--- src/rtl/sdram_ports_pkg.sv ---
// Shared types and widths for clients of the SDRAM port arbiter.
package sdram_ports_pkg;

    localparam int unsigned SDRAM_ADDR_W = 25;
    localparam int unsigned SDRAM_DATA_W = 16;

    typedef struct packed {
        logic [SDRAM_ADDR_W-1:0] addr;
        logic [SDRAM_DATA_W-1:0] data;
    } port0_rsp_t;

    typedef enum logic [1:0] {
        StIdle,
        StRun,
        StDone
    } blit_state_t;

endpackage

--- src/rtl/sdram_port0_cmd_reg.sv ---
// Single-entry registered Port0 command slot. A presented command is held unchanged while
// the command FIFO reports full, so it is pushed exactly once.
module sdram_port0_cmd_reg
    import sdram_ports_pkg::*;
(
    input  logic                    clk_i,
    input  logic                    rst_i,
    input  logic                    issue_rd_i,
    input  logic                    issue_wr_i,
    input  logic [SDRAM_ADDR_W-1:0] issue_addr_i,
    input  logic [SDRAM_DATA_W-1:0] issue_din_i,
    input  logic                    full_i,
    output logic                    blocked_o,
    output logic                    rdreq_o,
    output logic                    wrreq_o,
    output logic [SDRAM_ADDR_W-1:0] addr_o,
    output logic [SDRAM_DATA_W-1:0] din_o
);

    logic                    rdreq_q, rdreq_d;
    logic                    wrreq_q, wrreq_d;
    logic [SDRAM_ADDR_W-1:0] addr_q, addr_d;
    logic [SDRAM_DATA_W-1:0] din_q, din_d;

    assign blocked_o = (rdreq_q | wrreq_q) & full_i;

    always_comb begin
        rdreq_d = rdreq_q;
        wrreq_d = wrreq_q;
        addr_d  = addr_q;
        din_d   = din_q;
        if (!blocked_o) begin
            // Read wins if a caller ever asserts both, keeping the strobes exclusive.
            rdreq_d = issue_rd_i;
            wrreq_d = issue_wr_i & ~issue_rd_i;
            addr_d  = (issue_rd_i | issue_wr_i) ? issue_addr_i : '0;
            din_d   = (issue_wr_i & ~issue_rd_i) ? issue_din_i : '0;
        end
    end

    always_ff @(posedge clk_i) begin
        if (rst_i) begin
            rdreq_q <= 1'b0;
            wrreq_q <= 1'b0;
            addr_q  <= '0;
            din_q   <= '0;
        end else begin
            rdreq_q <= rdreq_d;
            wrreq_q <= wrreq_d;
            addr_q  <= addr_d;
            din_q   <= din_d;
        end
    end

    assign rdreq_o = rdreq_q;
    assign wrreq_o = wrreq_q;
    assign addr_o  = addr_q;
    assign din_o   = din_q;

endmodule

--- src/rtl/sdram_port0_blitter.sv ---
// Port0 DMA blitter: copies a block of 16-bit words inside the SDRAM through the Port0
// arbiter. Reads go out in address order; responses are matched by address window.
module sdram_port0_blitter
    import sdram_ports_pkg::*;
#(
    parameter int unsigned MAX_OUTSTANDING = 16,
    parameter int unsigned LEN_W           = 19
) (
    input  logic                                 clk,
    input  logic                                 rst,
    input  logic                                 start,
    input  logic [SDRAM_ADDR_W-1:0]              src_base,
    input  logic [SDRAM_ADDR_W-1:0]              dst_base,
    input  logic [LEN_W-1:0]                     length,
    output logic                                 busy,
    output logic                                 done,
    output logic [7:0]                           stray_count,
    output logic                                 port0_rdreq,
    output logic                                 port0_wrreq,
    output logic [SDRAM_ADDR_W-1:0]              port0_addr,
    output logic [SDRAM_DATA_W-1:0]              port0_din,
    input  logic                                 port0_full,
    output logic                                 port0_read,
    input  logic                                 port0_empty,
    input  logic [SDRAM_ADDR_W+SDRAM_DATA_W-1:0] port0_dout
);

    localparam int unsigned      OUT_W   = $clog2(MAX_OUTSTANDING) + 1;
    localparam logic [OUT_W-1:0] OUT_MAX = OUT_W'(MAX_OUTSTANDING);

    blit_state_t             state_q, state_d;
    logic [SDRAM_ADDR_W-1:0] src_q, src_d;
    logic [SDRAM_ADDR_W-1:0] dst_q, dst_d;
    logic [LEN_W-1:0]        len_q, len_d;
    logic [LEN_W-1:0]        rd_cnt_q, rd_cnt_d;
    logic [LEN_W-1:0]        wr_cnt_q, wr_cnt_d;
    logic [OUT_W-1:0]        out_q, out_d;
    logic [7:0]              stray_q, stray_d;
    logic                    read_q, read_d;
    logic                    busy_q, busy_d;
    logic                    done_q, done_d;

    logic                    issue_rd, issue_wr;
    logic [SDRAM_ADDR_W-1:0] issue_addr;
    logic [SDRAM_DATA_W-1:0] issue_din;
    logic                    cmd_blocked;

    port0_rsp_t              rsp;
    logic                    rsp_valid;
    logic [SDRAM_ADDR_W-1:0] rsp_off;
    logic                    rsp_in_win;

    assign rsp        = port0_rsp_t'(port0_dout);
    // The pop is registered, so the head is stale for the cycle its pop is in flight.
    assign rsp_valid  = ~port0_empty & ~read_q;
    assign rsp_off    = rsp.addr - src_q;
    assign rsp_in_win = rsp_off < SDRAM_ADDR_W'(len_q);

    always_comb begin
        state_d    = state_q;
        src_d      = src_q;
        dst_d      = dst_q;
        len_d      = len_q;
        rd_cnt_d   = rd_cnt_q;
        wr_cnt_d   = wr_cnt_q;
        out_d      = out_q;
        stray_d    = stray_q;
        read_d     = 1'b0;
        issue_rd   = 1'b0;
        issue_wr   = 1'b0;
        issue_addr = '0;
        issue_din  = '0;

        unique case (state_q)
            StIdle: begin
                read_d = rsp_valid;
                if (start) begin
                    stray_d = '0;
                    if (length != '0) begin
                        src_d    = src_base;
                        dst_d    = dst_base;
                        len_d    = length;
                        rd_cnt_d = '0;
                        wr_cnt_d = '0;
                        out_d    = '0;
                        state_d  = StRun;
                    end else begin
                        state_d = StDone;
                    end
                end
            end
            StRun: begin
                if (!cmd_blocked) begin
                    if (wr_cnt_q == len_q) begin
                        state_d = StDone;
                    end else if (rsp_valid) begin
                        if (!rsp_in_win) begin
                            read_d = 1'b1;
                            if (stray_q != 8'hff) stray_d = stray_q + 8'd1;
                        end else if (!port0_full) begin
                            read_d     = 1'b1;
                            issue_wr   = 1'b1;
                            issue_addr = dst_q + rsp_off;
                            issue_din  = rsp.data;
                            wr_cnt_d   = wr_cnt_q + 1'b1;
                            // Duplicate responses must not wrap the counter below zero.
                            if (out_q != '0) out_d = out_q - 1'b1;
                        end
                    end else if (rd_cnt_q < len_q && out_q < OUT_MAX && !port0_full) begin
                        issue_rd   = 1'b1;
                        issue_addr = src_q + SDRAM_ADDR_W'(rd_cnt_q);
                        rd_cnt_d   = rd_cnt_q + 1'b1;
                        out_d      = out_q + 1'b1;
                    end
                end
            end
            StDone: begin
                read_d  = rsp_valid;
                state_d = StIdle;
            end
            default: state_d = StIdle;
        endcase

        busy_d = (state_d == StRun);
        done_d = (state_q == StDone);
    end

    always_ff @(posedge clk) begin
        if (rst) begin
            state_q  <= StIdle;
            src_q    <= '0;
            dst_q    <= '0;
            len_q    <= '0;
            rd_cnt_q <= '0;
            wr_cnt_q <= '0;
            out_q    <= '0;
            stray_q  <= '0;
            read_q   <= 1'b0;
            busy_q   <= 1'b0;
            done_q   <= 1'b0;
        end else begin
            state_q  <= state_d;
            src_q    <= src_d;
            dst_q    <= dst_d;
            len_q    <= len_d;
            rd_cnt_q <= rd_cnt_d;
            wr_cnt_q <= wr_cnt_d;
            out_q    <= out_d;
            stray_q  <= stray_d;
            read_q   <= read_d;
            busy_q   <= busy_d;
            done_q   <= done_d;
        end
    end

    sdram_port0_cmd_reg u_cmd_reg (
        .clk_i       (clk),
        .rst_i       (rst),
        .issue_rd_i  (issue_rd),
        .issue_wr_i  (issue_wr),
        .issue_addr_i(issue_addr),
        .issue_din_i (issue_din),
        .full_i      (port0_full),
        .blocked_o   (cmd_blocked),
        .rdreq_o     (port0_rdreq),
        .wrreq_o     (port0_wrreq),
        .addr_o      (port0_addr),
        .din_o       (port0_din)
    );

    assign busy        = busy_q;
    assign done        = done_q;
    assign stray_count = stray_q;
    assign port0_read  = read_q;

endmodule

--- config.mk ---
export PLATFORM = sky130hd
export DESIGN_NAME = sdram_port0_blitter
export DESIGN_NICKNAME = d
export VERILOG_FILES = /design/src/rtl/sdram_ports_pkg.sv /design/src/rtl/sdram_port0_cmd_reg.sv /design/src/rtl/sdram_port0_blitter.sv
export SDC_FILE = /design/constraint.sdc
export NUM_CORES = 1
export LEC_CHECK = 0
export ABC_CLOCK_PERIOD_IN_PS = 5400
export BUFFER_PORTS_ARGS = -buffer_cell sky130_fd_sc_hd__buf_2
export CORE_AREA = 2 2 171 173
export DETAILED_ROUTE_END_ITERATION = 12
export DIE_AREA = 0 0 173 175
export GPL_ROUTABILITY_DRIVEN = 0
export PLACE_DENSITY = 0.63
export SLEW_MARGIN = 30
export SYNTH_ARGS = -nofsm -noshare
export SYNTH_HDL_FRONTEND = slang
export SYNTH_SLANG_ARGS = --single-unit
--- constraint.sdc ---
create_clock -name clk -period 5.4 [get_ports clk]
set_clock_uncertainty 0.2 [all_clocks]
set_input_delay 0.81 -clock clk [delete_from_list [all_inputs] [get_ports clk]]
set_output_delay 0.81 -clock clk [all_outputs]
set_load 0.02 [all_outputs]
==> impl_metrics.csv, run 1 <==
group,metric,value,unit
min_path,min_path_cells,2,
global_routing,use_met1,29.46,%
critical_path,startpoint_type,"input port",
floorplanning,start_util,39.40,%
critical_path,rr_worst_depth,22,
global_routing,antenna_found_initial,0,
cells_and_area,syn2layout_area_growth,21.44,%
power_and_ir_drop,pwr-share-clk,33.5,%
synth,synth.ff_latch_count,168,
critical_path,r2r_slack,210,ps
power_and_ir_drop,pwr-share-comb,30.0,%
global_routing,gr-usage-met3,3.612,%
cells_and_area,multi_input_area,7435,sq um
floorplanning,rows,62,
global_routing,top_usage_layer,"met2",
critical_path,crit_type,"in -> reg",
power_and_ir_drop,power.leakage,5.954,nW
power_and_ir_drop,seq_power_share,36.5,%
cells_and_area,final_area,13580,sq um
synth,synth-seq-area-share,30.07,%
placement,place_area,12890,sq um
global_routing,met2_usage,35.65,%
global_routing,grt_pass1_wl,53.06,mm
floorplanning,die_area,30280,sq um
critical_path,critPathMaxStageDelay,500,ps
placement,dp.cells,1984,
floorplanning,die_y,175,um
synth,netlist.area_leader.share,30.07,%
critical_path,path_delay_family,"simple AND/OR/NAND/NOR gates",
power_and_ir_drop,p_sw_share,34.83,%
clock_network,htreeDepth,4,
critical_path,crit_required,5590,ps
cells_and_area,diodes,0,
floorplanning,dieWidth,173,um
route,drc,0,
route,num_vias,10860,
cells_and_area,final_cell_count_no_fill,2020,
min_path,hp-class,"reg -> reg",
cells_and_area,fill_cells,2836,
synth,yosys.area.top_type,"dfxtp_1",
critical_path,r2r_end,"u_cmd_reg.addr_o[16]",
sta,worst_pin_slew,918.6,ps
critical_path,reg2reg_from,"src_q[0]",
global_routing,grt_pass1_vias,10310,
sta,slew_violations,0,
min_path,worstHoldStart,"src_q[21]",
clock_network,clk_latency,450,ps
clock_network,path_clk_slew,70,ps
cells_and_area,nNetsFinal,1851,
synth,ys.flop_type,"dfxtp_1",
placement,io_buffers,168,
synth,synth_nets,1642,
global_routing,grt_overflow,0,
route,via_per_inst,5.375,
cells_and_area,ff_latch_area,3364,sq um
power_and_ir_drop,p_total,3.631,mW
synth,ys_top_cells_by_count,"nand2_1, dfxtp_1, a21oi_1",
min_path,hold_end,"src_q[21]",
sta,relSlewSlack,38.20,%
clock_network,cts-root-buf,"clkbuf_16",
power_and_ir_drop,power_density,267.3,nW/um^2
clock_network,clockBufferDepth,2,
critical_path,worst_ep_arrival_time,5490,ps
outcome,status,"complete, no violations",
clock_network,cts.sinks,168,
synth,syn_area_per_cell,7.911,sq um
synth,synth_edf_count,0,
floorplanning,pin_count,169,
route,wl_per_cell,16.73,um
global_routing,globalRouteTotalUtil,21.81,%
sta,period_minus_slack,5304,ps
clock_network,cts_tree,"yes",
sta,final.period_utilization,98.21,%
route,drtIter0Drc,883,
synth,synth_most_common_cell,"nand2_1",
sta,setup-violations-final,0,
route,wirelength,33.79,mm
global_routing,grt_max_degree,59,
route,ant_nets,0,
power_and_ir_drop,internal_power,2.366,mW
critical_path,crit_chain,"buf_2 > inv_1 > ha_2 > fa_2 > nand2b_4 > a21oi_2 > o31a_1 > o31a_1 > nor2_2 > nor2b_2 > buf_4 > buf_4 > nor2_1 > ha_1 > nand3_1 > a21boi_0 > a2111oi_2 > o21ai_1 > a21o_1 > a2111oi_4 > nand3_2 > or4_4 > or4_1 > nand2_1",
power_and_ir_drop,worst_ir_drop_vdd,0.2260,mV
run,maxCapViolations,0,
synth,async_reset_ff_share,0,%
clock_network,numCtsBuffers,17,
critical_path,cp_slowest_cell,"or4_1",
synth,netlist_instances,1414,
synth,synthTopCellsByArea,"dfxtp_1, ha_1, nand2_1",
critical_path,crit_buf_inv,4,
sta,hold_viol,0,
critical_path,cp-end-kind,"flip-flop",
power_and_ir_drop,power.switching,1.265,mW
synth,ys_types,69,
cells_and_area,layout-drive-gt1-share,19.44,%
floorplanning,coreArea,28390,sq um
synth,synth_area,11190,sq um
route,dr.pass1.iters,5,
critical_path,cp_max_fo,4,
synth,yosysWarningCount,0,
placement,hpwlAfterDp,26.39,mm
sta,fmax,0.1886,GHz
## layout make-up
type                    instances  area share, %
clock inverters                15          1.124
multi-input cells            1118          54.73
repair buffers                250          10.83
well taps                     384          3.537
inverters                      68          1.879
clock buffers                  17          3.132
flip-flops and latches        168          24.77
## state kept, by name, summed over array words and instances (netlist names)
| register | flops |
|---|---|
| u_cmd_reg.addr_o | 25 |
| rd_cnt_q | 19 |
| port0_read | 1 |
| len_q | 19 |
| u_cmd_reg.rdreq_o | 1 |
| state_q | 2 |
| u_cmd_reg.din_o | 16 |
| dst_q | 25 |
| out_q | 5 |
| src_q | 25 |
| wr_cnt_q | 19 |
| u_cmd_reg.wrreq_o | 1 |
| done | 1 |
| stray_count | 8 |
| busy | 1 |
## cells in the final DEF, fill, tap and decap left out, types with 6 or more instances in the layout
master     instances
o21bai_1          10
nor2b_1           10
nor3_1            19
xor2_1            56
and3_1            15
or3_1             15
clkbuf_16         17
a31oi_1           11
a22oi_1           23
buf_2            167
a21o_1            33
nand4_1           17
o211ai_1          10
nor4_1            13
and2_1             6
nand2_1          199
inv_1             68
xnor2_1           61
dfxtp_1          167
o21a_1            13
ha_1             107
buf_4             82
nand3_1           29
o21ai_0           54
a21oi_1          147
a22o_1            17
o22ai_1           12
a211oi_1          16
a211o_1            7
nand2b_1          16
nor2_1           103
or4_1              6
## worst register-to-register path: stages, from the launching register on
cell       delay, ps
dfxtp_1          380
ha_2             230
fa_2             220
nand2b_4         130
a21oi_2           60
o31a_1           340
o31a_1           330
nor2_2           160
nor2b_2           70
buf_4            130
buf_4            120
nor2_1           190
ha_1             280
nand3_1           80
a21boi_0         110
a2111oi_2        370
o21ai_1          110
a21o_1           220
a2111oi_4        210
nand3_2          160
or4_4            460
or4_1            500
nand2_1           70
## timing repair
| item | in CTS | in global routing |
|---|---|---|
| hold buffers | 0 | 0 |
| pin swaps | 2 | 8 |
| setup endpoints to repair | 12 | 67 |
| setup buffers | 1 | 3 |
| resized for setup | 4 | 17 |
## per-stage QoR
stage                     worst slack (ps)  hold slack, ps  TNS, ps  util (%)
after floorplan                      23.40           236.3        0         -
after detailed placement            -580.5           250.8   -24090     45.39
final                                96.39           263.8        0     47.85
after global placement              -467.3           246.7   -17420     45.39
after global routing                -105.5           284.7   -746.4     47.85
after CTS                            46.84           264.2        0     47.52
## power groups by stage
stage / Sequential (mW) / Combinational [mW] / Clock (mW)
floorplan: 1.34 / 0.673 / 0
global placement: 1.35 / 1.02 / 0
detailed placement: 1.35 / 1.04 / 0
CTS: 1.32 / 1.05 / 1.24
global route: 1.33 / 1.20 / 1.30
finish: 1.32 / 1.09 / 1.22
## how the worst max path moves through the flow
| stage | to | startpoint | cells past startpoint |
|---|---|---|---|
| 5_1_grt | u_cmd_reg.addr_o[22] | port0_dout[20] | 22 |
| 3_3_place_gp | u_cmd_reg.addr_o[16] | port0_dout[16] | 23 |
| 2_1_floorplan | wr_cnt_q[17] | port0_dout[20] | 21 |
| 6_report | u_cmd_reg.addr_o[16] | port0_dout[16] | 24 |
| 3_5_place_dp | u_cmd_reg.addr_o[16] | port0_dout[16] | 23 |
| 4_1_cts | u_cmd_reg.addr_o[22] | port0_dout[16] | 24 |
## routing by layer
layer	share of wire, %	vias up	routed length, um
li1	-	5460	-
met4	2.2	0	752
met3	5.4	47	1836
met1	46	5029	15690
met5	0	-	0
met2	46	322	15510
## logic make-up (layout without fill, tap and decap cells)
| logic type | after synthesis | count (layout) | synth area share [%] |
|---|---|---|---|
| buffers and inverters | 128 | 350 | 4.340 |
| XOR/XNOR | 118 | 118 | 9.239 |
| adder cells (fa/ha/maj) | 113 | 113 | 12.91 |
| flip-flops | 168 | 168 | 30.07 |
| multiplexers | 5 | 5 | 0.4474 |
| AO/OA/AOI/OAI | 404 | 404 | 23.21 |
| AND/OR/NAND/NOR | 478 | 478 | 19.79 |
Power figures use the tool's default switching activity.
==> run 2: changes to the inputs <==
--- a/config.mk
+++ b/config.mk
@@ -12,6 +12,7 @@
 export DIE_AREA = 0 0 173 175
 export GPL_ROUTABILITY_DRIVEN = 0
 export PLACE_DENSITY = 0.63
+export RECOVER_POWER = 50
 export SLEW_MARGIN = 30
 export SYNTH_ARGS = -nofsm -noshare
 export SYNTH_HDL_FRONTEND = slang
==> run 2 against run 1 <==
The flow now finishes with violations (max-capacitance violations, max-slew violations). Via count up 0.11%. Combinational power about the same. Highest routed layer unchanged. Worst hold slack about the same. Power down 0.11%. Non-clock buffer count unchanged. Largest cell class unchanged. Critical path type unchanged. Clock-buffer cell count unchanged.
==> impl_metrics.csv, run 2 (synthesis results as in run 1) <==
group,metric,value,unit
outcome,status,"complete, but fails checks",
outcome,violations,"max-capacitance violations, max-slew violations",
clock_network,cts_hold_buf,0,
clock_network,cts-root-buf,"clkbuf_16",
sta,tns,0,ps
critical_path,cp-end-kind,"flip-flop",
power_and_ir_drop,power.leakage,5.711,nW
route,via_per_inst,5.381,
global_routing,grt_pass1_vias,10310,
clock_network,cts.sinks,168,
cells_and_area,layout_commonest_cell,"nand2_1",
power_and_ir_drop,power_density,268.5,nW/um^2
sta,final.setup.worst_slack,103.0,ps
clock_network,htreeDepth,4,
global_routing,grt_pass1_wl,53.06,mm
sta,slew_violations,84,
sta,setup-violations-final,0,
power_and_ir_drop,pwr-share-comb,29.9,%
min_path,min_path_cells,2,
route,drtIter0Drc,779,
route,drc,0,
cells_and_area,most-common-layout-cells,"nand2_1, dfxtp_1, a21oi_1",
critical_path,crit_start,"port0_dout[16]",
floorplanning,pin_count,169,
sta,relSlewSlack,-50.09,%
global_routing,grt_max_degree,59,
critical_path,reg2reg_from,"src_q[0]",
min_path,hp-class,"reg -> reg",
floorplanning,die_area,30280,sq um
clock_network,clk_latency,440,ps
cells_and_area,layout-drive-gt1-share,16.01,%
min_path,worstHoldStart,"src_q[21]",
critical_path,startpoint_type,"input port",
sta,fmax,0.1888,GHz
critical_path,worst_ep_arrival_time,5460,ps
power_and_ir_drop,p_total,3.627,mW
cells_and_area,nNetsFinal,1851,
clock_network,cts_tree,"yes",
route,dr.pass1.iters,7,
power_and_ir_drop,internal_power,2.364,mW
sta,hold_viol,0,
floorplanning,die_y,175,um
route,wirelength,33.81,mm
global_routing,globalRouteTotalUtil,21.81,%
floorplanning,rows,62,
sta,period_minus_slack,5297,ps
route,wl_per_cell,16.74,um
power_and_ir_drop,worst_ir_drop_vdd,0.2240,mV
power_and_ir_drop,p_sw_share,34.81,%
placement,hpwlAfterDp,26.39,mm
global_routing,antenna_found_initial,0,
floorplanning,coreArea,28390,sq um
critical_path,r2r_slack,220,ps
placement,post-place-ws,-580.5,ps
cells_and_area,syn2layout_area_growth,20.77,%
floorplanning,start_util,39.40,%
power_and_ir_drop,pwr-share-clk,33.5,%
sta,final.period_utilization,98.09,%
route,num_vias,10870,
power_and_ir_drop,seq_power_share,36.5,%
critical_path,cp_max_fo,4,
critical_path,r2r_end,"u_cmd_reg.addr_o[22]",
clock_network,numCtsBuffers,17,
route,ant_nets,0,
critical_path,rr_worst_depth,23,
min_path,hold_end,"src_q[21]",
power_and_ir_drop,power.switching,1.262,mW
critical_path,crit_type,"in -> reg",
placement,io_buffers,168,
clock_network,path_clk_slew,70,ps
run,maxCapViolations,2,
cells_and_area,diodes,0,
clock_network,clockBufferDepth,2,
floorplanning,dieWidth,173,um
critical_path,crit_required,5560,ps
sta,worst_pin_slew,2251,ps
global_routing,grt_overflow,0,
==> run 2: stage by stage <==
stage,instance area [sq um],cells,hold slack [ps],util [%]
floorplan,11190,1414,236.3,-
global placement,12890,1984,246.7,45.39
detailed placement,12890,1984,250.8,45.39
CTS,13490,2017,264.2,47.52
global route,13510,2020,284.7,47.58
finish,13510,2020,263.4,47.58
==> run 2: final cells by class <==
class	instances	area, sq um
clock buffers	17	425.4
flip-flops and latches	168	3364
multi-input cells	1118	7435
fillers	2856	14880
clock inverters	15	152.6
repair buffers	250	1396
inverters	68	255.2
well taps	384	480.5
==> run 2: power by group through the flow <==
stage / Clock (mW) / Sequential, mW / Combinational [mW]
after floorplan: 0 / 1.34 / 0.673
final: 1.22 / 1.33 / 1.09
after global routing: 1.30 / 1.33 / 1.20
after detailed placement: 0 / 1.35 / 1.04
after global placement: 0 / 1.35 / 1.02
after CTS: 1.24 / 1.32 / 1.05
==> run 2: worst max-delay path by stage <==
stage                                end  slack, ps  depth (start not counted)
global route        u_cmd_reg.addr_o[22]       -110                         22
global placement    u_cmd_reg.addr_o[16]       -470                         23
detailed placement  u_cmd_reg.addr_o[16]       -580                         23
finish              u_cmd_reg.addr_o[22]        100                         25
floorplan                   wr_cnt_q[17]         20                         21
CTS                 u_cmd_reg.addr_o[22]         50                         24
==> run 2: what timing repair did <==
action,4_1_cts,5_1_grt
setup endpoints to repair,12,67
buffers inserted,1,3
resized for setup,4,17
pin swaps,2,8
==> run 2: worst max-delay path: stages <==
cell and delay (ps):
buf_2 100, inv_1 50, ha_2 210, fa_2 220, nand2b_4 130, a21oi_2 60, o31a_1 350, o31a_1 330
nor2_2 160, nor2b_2 70, buf_4 120, buf_4 120, nor2_1 190, ha_1 280, nand3_1 80, a21boi_0 110
a2111oi_2 370, o21ai_1 110, a21o_1 220, a2111oi_4 210, nand3_2 150, or4_4 460, buf_4 150, o31a_2 330
o21ai_0 70
==> run 2: routing by layer <==
layer / global-route usage (%) / vias up / share of wire (%)
met5: 0 / - / 0
met4: 6.674 / 0 / 2.4
met3: 3.612 / 53 / 5.4
met2: 35.65 / 323 / 46
met1: 29.46 / 5036 / 47
li1: - / 5458 / -
